**config.mk**
```make
export PLATFORM = sky130hd
export DESIGN_NAME = switch_debouncer
export DESIGN_NICKNAME = d
export VERILOG_FILES = /design/src/rtl/switch_debouncer.sv
export SDC_FILE = /design/constraint.sdc
export NUM_CORES = 1
export LEC_CHECK = 0
export CORE_ASPECT_RATIO = 1.5
export CORE_MARGIN = 1
export CORE_UTILIZATION = 28
export CTS_BUF_LIST = sky130_fd_sc_hd__clkbuf_2 sky130_fd_sc_hd__clkbuf_4 sky130_fd_sc_hd__clkbuf_8
export DETAILED_ROUTE_END_ITERATION = 10
export MAX_ROUTING_LAYER = met4
export PLACE_DENSITY_LB_ADDON = 0.08
export SYNTH_ARGS = -nofsm -noshare
export SYNTH_HDL_FRONTEND = slang
export SYNTH_SLANG_ARGS = --single-unit
```
**constraint.sdc**
```tcl
create_clock -name clk -period 1.9 [get_ports clk]
set_input_delay 0.57 -clock clk [delete_from_list [all_inputs] [get_ports clk]]
set_output_delay 0.57 -clock clk [all_outputs]
set_load 0.005 [all_outputs]
```
**src/rtl/switch_debouncer.sv**
```systemverilog
// Multi-channel switch synchronizer and debouncer feeding the switch PIO in_port.
// Optional glitch counter enabled by defining SWITCH_DEBOUNCE_GLITCH_CNT_EN.
module switch_debouncer #(
    parameter int WIDTH           = 10,
    parameter int SYNC_STAGES     = 2,
    parameter int DEBOUNCE_CYCLES = 500000,
    parameter int CNT_W           = 20
) (
    input  logic             clk,
    input  logic             reset_n,
    input  logic [WIDTH-1:0] sw_raw,
`ifdef SWITCH_DEBOUNCE_GLITCH_CNT_EN
    input  logic             glitch_clr,
    output logic [15:0]      glitch_count,
`endif
    output logic [WIDTH-1:0] sw_clean,
    output logic [WIDTH-1:0] sw_rise,
    output logic [WIDTH-1:0] sw_fall
);

    localparam logic [0:0] ST_STABLE  = 1'b0;
    localparam logic [0:0] ST_PENDING = 1'b1;

    localparam logic [CNT_W-1:0] CNT_LAST = CNT_W'(DEBOUNCE_CYCLES - 1);

`ifdef SWITCH_DEBOUNCE_GLITCH_CNT_EN
    logic [WIDTH-1:0] abort;
`endif

    genvar gi;
    generate
        for (gi = 0; gi < WIDTH; gi++) begin : g_chan
            logic [SYNC_STAGES-1:0] sync_reg;
            logic [CNT_W-1:0]       cnt_reg;
            logic [CNT_W-1:0]       cnt_next;
            logic                   clean_reg;
            logic                   clean_next;
            logic                   rise_reg;
            logic                   rise_next;
            logic                   fall_reg;
            logic                   fall_next;
            logic                   sync_bit;
            logic [0:0]             state;

            // Shift toward the MSB; the MSB is the fully synchronized sample.
            always_ff @(posedge clk or negedge reset_n) begin
                if (!reset_n) begin
                    sync_reg <= '0;
                end else begin
                    sync_reg <= {sync_reg[SYNC_STAGES-2:0], sw_raw[gi]};
                end
            end

            assign sync_bit = sync_reg[SYNC_STAGES-1];
            assign state    = (sync_bit != clean_reg) ? ST_PENDING : ST_STABLE;

            always_comb begin
                cnt_next   = '0;
                clean_next = clean_reg;
                rise_next  = 1'b0;
                fall_next  = 1'b0;
                case (state)
                    ST_PENDING: begin
                        if (cnt_reg == CNT_LAST) begin
                            clean_next = sync_bit;
                            rise_next  = sync_bit;
                            fall_next  = ~sync_bit;
                        end else begin
                            cnt_next = cnt_reg + 1'b1;
                        end
                    end
                    default: begin
                        cnt_next = '0;
                    end
                endcase
            end

            always_ff @(posedge clk or negedge reset_n) begin
                if (!reset_n) begin
                    cnt_reg   <= '0;
                    clean_reg <= 1'b0;
                    rise_reg  <= 1'b0;
                    fall_reg  <= 1'b0;
                end else begin
                    cnt_reg   <= cnt_next;
                    clean_reg <= clean_next;
                    rise_reg  <= rise_next;
                    fall_reg  <= fall_next;
                end
            end

`ifdef SWITCH_DEBOUNCE_GLITCH_CNT_EN
            // A nonzero count while back in STABLE means the mismatch ended before acceptance.
            assign abort[gi] = (state == ST_STABLE) && (cnt_reg != '0);
`endif

            assign sw_clean[gi] = clean_reg;
            assign sw_rise[gi]  = rise_reg;
            assign sw_fall[gi]  = fall_reg;
        end
    endgenerate

`ifdef SWITCH_DEBOUNCE_GLITCH_CNT_EN
    logic [15:0] glitch_count_reg;
    logic [15:0] glitch_count_next;

    always_comb begin
        glitch_count_next = glitch_count_reg;
        if (glitch_clr) begin
            glitch_count_next = '0;
        end else if ((|abort) && (glitch_count_reg != 16'hFFFF)) begin
            glitch_count_next = glitch_count_reg + 16'd1;
        end
    end

    always_ff @(posedge clk or negedge reset_n) begin
        if (!reset_n) begin
            glitch_count_reg <= '0;
        end else begin
            glitch_count_reg <= glitch_count_next;
        end
    end

    assign glitch_count = glitch_count_reg;
`endif

endmodule

```
### After elaboration in Yosys (flattened, before gate mapping)

Cells that the tools add are included.

* bits in read-only memories: 0
* register bits after elaboration: 250
* word-level logic and storage cells: 170
* memories kept: 0
* bits of input ports: 12
* output and inout port bits: 30
* memory bits (writable): 0
* latch bits: 0

* mux-type cells: 70
* $mul: 0
* div/mod/pow operators: 0
* $add $sub $neg: 10
* equal/unequal tests: 20
* bitwise logic cells: 10
* magnitude comparators: 0
* reduce and logical (&&, ||, !) cells: 10
* shift-type cells: 0

Operator list (number)
* 20-bit 2-to-1 mux: 20
* 20-bit by 1-bit adder with 20-bit output (second input constant): 10
* 20-bit by 19-bit equality test with 1-bit output (second input constant): 10
* 1-bit 2-to-1 mux: 50
* 2-bit AND reduction: 10
* 1-bit inequality test: 10
* 1-bit NOT: 10

### Longest topological paths before layout

* depth in word-level cells: 3
* gate-level depth with buffers: 7
* depth with buffers taken out: 5

### Worst setup path after synthesis

OpenSTA, ideal clock, no wires.

* path type: reg2reg
* from: register g_chan[9].cnt_reg[14]
* to: register g_chan[9].clean_reg
* clock period less this slack: 2.083 ns
* data required time: 1.775 ns
* buffers on the path: 0
* setup slack: -0.183 ns
* arrival: 1.958 ns
* cell stages (with the launch flop): 5
* library setup time: 0.125 ns
* cells stage by stage: dfrtp_1 or4_1 or4_4 or2_4 mux2_4

* word-level cells in the longest chain between the ends: 2

RTL lines
* from (decl): RTL line 34 `logic [CNT_W-1:0] cnt_reg;`
* from (signal assigned): RTL line 85 `cnt_reg <= cnt_next;`
* 20-bit by 19-bit equality test with 1-bit output: RTL line 64 `if (cnt_reg == CNT_LAST) begin`
* 2-bit AND reduction (no source line)
* to (signal assigned): RTL line 86 `clean_reg <= clean_next;`
* to (decl): RTL line 36 `logic clean_reg;`

Every way passes these cells.
A chain may end at the register's enable or synchronous reset.

### Worst setup path after layout

Ends and elaborated chain as after synthesis.

==> results.yml <==
outcome:
  status: "finished, violations left"
  violations: "setup timing"
yosys:
  synth-seq-cells: 250
  synth_top_family_by_area: "simple AND/OR/NAND/NOR gates"
  synth_compound_area_share_pct: 4.81
  synthMuxAreaShare_pct: 1.15
  synth.distinct_cells: 48
  syn_inst: 1167
  synth_fa_ha_area_share_pct: 1.06
  ys.warnings.count: 0
  post_synth.cell_area_avg_um2: 10.1
  yosysSeqAreaShare_pct: 52.9
  synth_xor_area_share_pct: 11.0
  synth-simple-area-share_pct: 25.1
  synth_edf_count: 0
  ys.flop_type: "dfrtp_1"
  syn_area_um2: 11800
  synthArstFlopShare_pct: 100
  syn-num-nets: 1189
worst_setup_path:
  r2r-start: "g_chan[9].cnt_reg[14]$_DFF_PN0_"
  crit_arrival_ns: 2.57
  r2r_setup_slack_ns: -0.23
  crit_required_ns: 2.34
  startpoint: "g_chan[9].cnt_reg[14]$_DFF_PN0_"
  start_kind: "flop"
  endpoint: "g_chan[9].clean_reg$_DFFE_PN0P_"
  r2r_cells: 4
  setup.worst_path.class: "flop to flop"
  r2r_end: "g_chan[9].clean_reg$_DFFE_PN0P_"
  endpoint_kind: "flop"
  critPathMaxFanout: 4
power_and_ir_drop:
  vdd_drop_max_mv: 0.384
  p_per_area_nw_per_um2: 731
  seqPwrFrac_pct: 49.8
  finalPower_mw: 11.0
  switchingPower_mw: 2.53
  internal-power_mw: 8.46
  netSwitchingFraction_pct: 23.0
  p_leak_nw: 6.22
  clock_power_share_pct: 45.9
  p_comb_share_pct: 4.3
job:
  cap_violations: 0
global_routing:
  grt.total_usage_pct: 13.9
  busiest_layer: "met2"
  grt_first_pass_wirelength_um: 47400
  grt_max_degree: 50
  gr-usage-met3_pct: 2.54
  overflow: 0
  use_met2_pct: 25.8
  grt_pass1_vias: 9627
  antenna_found_initial: 1
  gr-usage-met1_pct: 14.5
final_layout:
  final_net_count: 1395
  final_cells: 1958
  final_common_cell: "dfrtp_1"
  post-route-util_pct: 36.4
  stdcell_area_um2: 15000
  synthToLayoutAreaGrowth_pct: 27.2
  drive_gt1_share_pct: 21.6
  largest_reg_flops: 200
  final_cell_mix: "246 x dfrtp_1, 179 x nor2_1, 154 x buf_4"
die:
  die_w_um: 170
  coreArea_um2: 41300
  die_h_um: 254
  ios: 42
  die_area_um2: 43100
  rows: 91
  start_util_pct: 28.6
clock_tree:
  cts_inserted_buffers: 46
  cts_root_buffer: "clkbuf_8"
  worstSkewPairLatency_ns: 0.55
  cts.htree.levels: 2
  clkTransAtPathRegs_ns: 0.06
  cts_tree: "yes"
  cts.sinks: 250
  clk_path_buf_depth: 3
placement:
  dp_hpwl_um: 19500
  dp_slack_ns: -0.209
  io_buffer_count: 41
  placed_cell_area_um2: 13900
  gp_congestion: 0.754
  dpl.cell_count: 1866
sta:
  hold_ws_ns: 0.348
  setup_tns_ns: -3.61
  setup_ws_ns: -0.230
  hold_viol_final: 0
  rsz0062_at_grt: "yes"
  slew_headroom_pct: 69.6
  worst_pin_slew_ns: 0.456
  min_period_ns: 2.13
  finalSetupViolCount: 21
  clock_skew_ns: 0.0135
  timing.final.crit_share_pct: 112
  finalMaxSlewViolations: 0
  fmax_mhz: 469
route:
  detail-route-antenna-nets: 0
  drc_errors: 0
  wire_per_inst_um: 14.2
  vias: 9042
  via_per_inst: 4.62
  drt_first_iter_violations: 354
  first_pass_iters: 5
  drt-total-wl_um: 27800
min_path:
  min-delay-path-class: "flop to flop"
[routing by layer]
| metal | up-vias | wire length, um |
|---|---|---|
| met5 | - | 0 |
| met4 | 0 | 659 |
| met1 | 4386 | 11100 |
| met2 | 96 | 15200 |
| li1 | 4513 | - |
| met3 | 47 | 883 |
[power groups by stage]
stage | registers (mW) | clock network [mW] | logic (mW)
floorplan | 5.56 | 0 | 0.153
global placement | 5.56 | 0 | 0.485
detailed placement | 5.56 | 0 | 0.485
CTS | 5.46 | 5.35 | 0.491
global route | 5.47 | 5.58 | 0.545
finish | 5.47 | 5.04 | 0.476
[Yosys cell counts, types with 31 or more instances]
master / count / area (um^2)
xor2_1: 38 / 333
nor4_1: 36 / 225
nor3_1: 38 / 190
nand3_1: 68 / 340
nand2_1: 50 / 188
nand4_1: 63 / 394
nor2_1: 179 / 672
dfrtp_1: 250 / 6260
buf_4: 31 / 233
a21oi_1: 41 / 205
inv_1: 39 / 146
xnor2_1: 110 / 963
[critical path, cell delays in order (launching register included)]
cell and delay, ns:
dfrtp_1 0.38, or4_4 0.53, or4_4 0.54, or2_4 0.27
mux2_4 0.30
[worst min path at each step]
stage	startpoint	endpoint	slack, ns	cells after the start
3_5_place_dp	g_chan[6].sync_reg[0]$_DFF_PN0_	g_chan[6].sync_reg[1]$_DFF_PN0_	0.34	0
3_3_place_gp	g_chan[6].sync_reg[0]$_DFF_PN0_	g_chan[6].sync_reg[1]$_DFF_PN0_	0.33	0
2_1_floorplan	reset_n	g_chan[0].clean_reg$_DFFE_PN0P_	0.27	0
5_1_grt	g_chan[2].sync_reg[0]$_DFF_PN0_	g_chan[2].sync_reg[1]$_DFF_PN0_	0.36	0
6_report	g_chan[2].sync_reg[0]$_DFF_PN0_	g_chan[2].sync_reg[1]$_DFF_PN0_	0.35	0
4_1_cts	g_chan[7].sync_reg[0]$_DFF_PN0_	g_chan[7].sync_reg[1]$_DFF_PN0_	0.35	0
[what timing repair did]
item / 4_1_cts / 5_1_grt
endpoints found under the hold margin: 38 / 0
pin swaps: 2 / 8
setup buffers: 11 / 5
gates resized for setup: 41 / 17
hold buffers: 1 / 0
endpoints found under the setup margin: 56 / 40
[final cells by class]
type	count	area, um^2
fillers	4210	26300
flip-flops and latches	250	6260
multi-input cells	826	5230
repair buffers	210	1810
clock buffers	71	865
well taps	558	698
inverters	39	146
clock inverters	3	17.5
diodes	1	2.50
[kinds of logic (layout without fill, tap and decap cells)]
group           Yosys count  after routing
simple gates            563            563
flops                   250            250
xor+xnor                148            148
compound gates           93             93
buf+inv                  91            323
mux                      12             12
fa+ha+maj                10             10
other cells               0              1
No activity file was read; power rests on OpenSTA's default activity.
